==> src/rtl/data_mem_arbiter.sv <==
// Round-robin arbiter and sequencer that shares a 16x24 single-port data memory between two requesters.
// Optional macro DATA_MEM_ARB_WPROT_EN refuses requester-1 writes below PROT_LIMIT.
module data_mem_arbiter #(
    parameter int DEPTH      = 16,
    parameter int AW         = 5,
    parameter int DW         = 24,
    parameter int PROT_LIMIT = 3
) (
    input  logic          clk,
    input  logic          rst,
    input  logic          r0_valid,
    output logic          r0_ready,
    input  logic          r0_we,
    input  logic [AW-1:0] r0_addr,
    input  logic [DW-1:0] r0_wdata,
    input  logic          r1_valid,
    output logic          r1_ready,
    input  logic          r1_we,
    input  logic [AW-1:0] r1_addr,
    input  logic [DW-1:0] r1_wdata,
    output logic          rsp0_valid,
    output logic          rsp1_valid,
    output logic [DW-1:0] rsp_rdata,
    output logic          rsp_err,
    output logic          mem_we,
    output logic [AW-1:0] mem_addr,
    output logic [DW-1:0] mem_wdata,
    input  logic [DW-1:0] mem_rdata
);

    typedef enum logic [1:0] {IDLE, ISSUE, RESP} state_t;

    localparam logic [AW:0] DEPTH_L = (AW+1)'(DEPTH);
    localparam logic [AW:0] PROT_L  = (AW+1)'(PROT_LIMIT);
`ifdef DATA_MEM_ARB_WPROT_EN
    localparam logic WPROT = 1'b1;
`else
    localparam logic WPROT = 1'b0;
`endif

    state_t        state_q, state_d;
    logic          ptr_q;      // 1: requester 1 is favoured on a tie
    logic          owner_q;
    logic          we_q;
    logic          err_q;      // out of range or refused: memory is never written
    logic [AW-1:0] addr_q;
    logic [DW-1:0] wdata_q;

    logic          accept, gnt0, gnt1, hs, sel1;
    logic          sel_we, sel_err, out_range, prot_hit;
    logic [AW-1:0] sel_addr;
    logic [DW-1:0] sel_wdata;

    // Arbitration and selection of the winning request.
    always_comb begin
        accept    = (state_q == IDLE) || (state_q == RESP);
        gnt0      = r0_valid & (~r1_valid | ~ptr_q);
        gnt1      = r1_valid & (~r0_valid | ptr_q);
        r0_ready  = accept & gnt0;
        r1_ready  = accept & gnt1;
        hs        = r0_ready | r1_ready;
        sel1      = r1_ready;
        sel_we    = sel1 ? r1_we    : r0_we;
        sel_addr  = sel1 ? r1_addr  : r0_addr;
        sel_wdata = sel1 ? r1_wdata : r0_wdata;
        out_range = {1'b0, sel_addr} >= DEPTH_L;
        prot_hit  = WPROT & sel1 & sel_we & ({1'b0, sel_addr} < PROT_L);
        sel_err   = out_range | prot_hit;
    end

    always_comb begin
        state_d = state_q;
        case (state_q)
            IDLE:    if (hs) state_d = ISSUE;
            ISSUE:   state_d = RESP;
            RESP:    state_d = hs ? ISSUE : IDLE;
            default: state_d = IDLE;
        endcase
    end

    always_ff @(posedge clk) begin
        if (rst) begin
            state_q <= IDLE;
            ptr_q   <= 1'b0;
            owner_q <= 1'b0;
            we_q    <= 1'b0;
            err_q   <= 1'b0;
            addr_q  <= '0;
            wdata_q <= '0;
        end else begin
            state_q <= state_d;
            if (hs) begin
                ptr_q   <= ~sel1;
                owner_q <= sel1;
                we_q    <= sel_we;
                err_q   <= sel_err;
                addr_q  <= sel_addr;
                wdata_q <= sel_wdata;
            end
        end
    end

    // Reset gates the write strobe directly so a write caught in ISSUE is dropped.
    assign mem_we     = (state_q == ISSUE) & we_q & ~err_q & ~rst;
    assign mem_addr   = addr_q;
    assign mem_wdata  = wdata_q;
    assign rsp0_valid = (state_q == RESP) & ~owner_q;
    assign rsp1_valid = (state_q == RESP) & owner_q;
    assign rsp_err    = (state_q == RESP) & err_q;
    assign rsp_rdata  = ((state_q == RESP) & ~err_q) ? mem_rdata : '0;

endmodule

==> config.mk <==
export PLATFORM = sky130hd
export DESIGN_NAME = data_mem_arbiter
export DESIGN_NICKNAME = d
export VERILOG_FILES = /design/src/rtl/data_mem_arbiter.sv
export SDC_FILE = /design/constraint.sdc
export NUM_CORES = 1
export LEC_CHECK = 0
export ABC_AREA = 1
export CORE_ASPECT_RATIO = 1.1
export CORE_UTILIZATION = 35
export DETAILED_ROUTE_END_ITERATION = 10
export PLACE_DENSITY = 0.81
export SLEW_MARGIN = 20
export SYNTH_ARGS = -nofsm -noshare
export SYNTH_HDL_FRONTEND = slang
export SYNTH_SLANG_ARGS = --single-unit
==> constraint.sdc <==
create_clock -name clk -period 1.9 [get_ports clk]
set_clock_uncertainty 0.2 [all_clocks]
set_input_delay 0.38 -clock clk [delete_from_list [all_inputs] [get_ports clk]]
set_output_delay 0.38 -clock clk [all_outputs]
set_load 0.01 [all_outputs]
==> impl_metrics.yaml <==
routing:
  remaining_drc_errors: 0
  first_pass_iters: 4
  routed_via_density: 4.764
  drt-initial-drc-count: 110
  final_antenna_net_count: 0
  finalWirelength_um: 6993
  via_count: 2625
  wire_per_inst_um: 12.69
cells_and_area:
  num-fill-cells: 503
  final-seq-area_sq_um: 683.2
  multi_input_area_sq_um: 1001
  drive_gt1_share_pct: 14.08
  nets: 563
  layout_commonest_cell: "clkdlybuf4s50_1"
  area_growth_pct: 80.36
  layout_common_cells: "113 x clkdlybuf4s50_1, 73 x nand3_1, 59 x inv_1"
  n_antenna_cell: 0
placement:
  place_ws_ns: -0.4430
  portBuffers: 146
  dp_hpwl_um: 5310
  place_congestion: 0.7577
setup_path:
  timing.rr.end: "mem_wdata[18]"
  critPathLaunchType: "primary input"
  cp_slowest_cell: "clkdlybuf4s50_1"
  crit_chain: "clkdlybuf4s50_1 > nor3_4 > and3_1 > buf_2"
  path_class: "in2out"
  reg2reg_from: "state_q[0]"
  critPathMaxFanout: 2
  end_kind: "output port"
  arrival_ns: 1.29
  crit_path_start: "rst"
  rr_worst_depth: 9
  slowest_delay_ns: 0.47
  r2r_slack_ns: 0.33
  cp.required_ns: 1.32
clock_network:
  postCtsHoldBufs: 0
  worstSkewPairLatency_ns: 0.28
  tritoncts: "done"
  cts.clk_slew.worst_paths_ns: 0.06
  clock_path_buffers: 2
  cts_buffers: 5
  cts-root-buf: "clkbuf_8"
  clkSinkCount: 34
  h-tree-depth: 2
floorplanning:
  io_pins: 147
  num_rows: 28
  die_h_um: 82.04
  initial_core_util_pct: 37.06
  core_area_sq_um: 5500
  dieArea_sq_um: 6133
  die_x_um: 74.76
hold_path:
  min_to: "ptr_q"
  min-delay-start: "ptr_q"
  min_path_cells: 2
  holdCritPathClass: "reg2reg"
pwr:
  peakVddDrop_uv: 342.1
  power_uw: 2170
  p_leak_uw: 0.001878
  p_per_area_nw_per_um2: 590.3
grt:
  grt_pass1_vias: 2300
  grt_pass1_wl_um: 10340
  antenna_found_initial: 0
  grt.overflow.total: 0
  grtUsageTotal_pct: 22.14
  grt_max_degree: 40
sta:
  slew_headroom_pct: 73.78
  rsz0062_at_grt: "yes"
  fmax_mhz: 534.8
  tightest_slew_ns: 0.3933
  setup_tns_ns: 0
  timing.hold.ws_ns: 0.2812
  period_share_pct: 98.41
  fin_crit_ns: 1.870
  fin_ws_ns: 0.03021
  finalSetupViolCount: 0
  drv_slew: 0
  hold_viol_final: 0
synthesis:
  syn_nets: 412
  ys_seq_area_share_pct: 33.39
  yosys_warnings: 0
  avgSynthCellArea_sq_um: 6.291
  ys_types: 19
  syn_area_sq_um: 2038
  synthCells: 324
  ys_seq_elements: 34
status:
  outcome: "finished clean"
job:
  maxCapViolCount: 0
-- registers in the layout (all words and copies together), names as in the netlist --
register and count:
we_q 1, ptr_q 1, owner_q 1, err_q 1
mem_addr 4, mem_wdata 24, state_q 2
-- cells by family (layout without fill, tap and decap cells) --
logic type	after synthesis	in the layout	share of synthesized area, %
and+or+nand+nor	182	182	42.42
AOI/OAI and AO/OA	21	21	5.156
DFF	34	34	33.39
buffers and inverters	87	239	19.03
-- final cells by class --
cell class	count	area share, %
Timing Repair Buffer	169	42.34
Multi-Input combinational cell	203	27.23
Sequential cell	34	18.58
Inverter	62	6.399
Tap cell	75	2.553
Clock buffer	7	2.076
Clock inverter	1	0.8169
-- per-layer routing --
metal / global-route usage, % / share of wire [%] / vias to the layer above
li1: - / - / 1329
met1: 23.73 / 37 / 1157
met2: 40.81 / 51 / 126
met3: 6.626 / 9.9 / 13
met4: 7.358 / 1.8 / 0
met5: 0 / 0 / -
-- stage by stage --
step           cell area [sq um]  std cells  utilization (%)
2_1_floorplan               2038        324                -
3_3_place_gp                3621        541            65.83
3_5_place_dp                3621        541            65.83
4_1_cts                     3741        551            68.02
5_1_grt                     3676        551            66.83
6_report                    3676        551            66.83
-- Yosys cell counts --
| cell | count | area share (%) |
|---|---|---|
| nand4_1 | 21 | 6.4 |
| and3_1 | 1 | 0.31 |
| inv_1 | 60 | 11 |
| dfxtp_1 | 34 | 33 |
| nand3_1 | 74 | 18 |
| buf_6 | 3 | 1.7 |
| nor3_1 | 1 | 0.25 |
| a21oi_1 | 12 | 2.9 |
| buf_4 | 6 | 2.2 |
| nor2_1 | 45 | 8.3 |
| inv_2 | 2 | 0.37 |
| nand2_1 | 35 | 6.4 |
| clkbuf_1 | 2 | 0.37 |
| nand2_4 | 3 | 1.7 |
| o21ai_1 | 9 | 2.2 |
| buf_2 | 13 | 3.2 |
| nand2_2 | 1 | 0.31 |
| nor2_4 | 1 | 0.55 |
| buf_1 | 1 | 0.18 |
-- critical path: cells and delay by family --
kind          cells  cell delay (ns)
buf+inv           2             0.60
simple gates      2             0.31
-- power by group --
group	switching (uW)	internal, uW
clock network	242	392
registers	37.1	776
logic	322	401
total	601	1570
-- timing repair --
action	in CTS	in global routing
setup buffers	2	0
pin swaps	1	1
resized for setup	60	37
setup endpoints to repair	30	25
-- worst max path at each step --
stage	cells past startpoint	to	slack [ns]
after floorplan	4	rsp_rdata[10]	0.31
after global placement	4	mem_we	-0.39
after detailed placement	4	mem_we	-0.44
after CTS	5	mem_we	-0.06
after global routing	5	mem_we	-0.03
final	4	mem_we	0.03
Power figures use the tool's default switching activity.
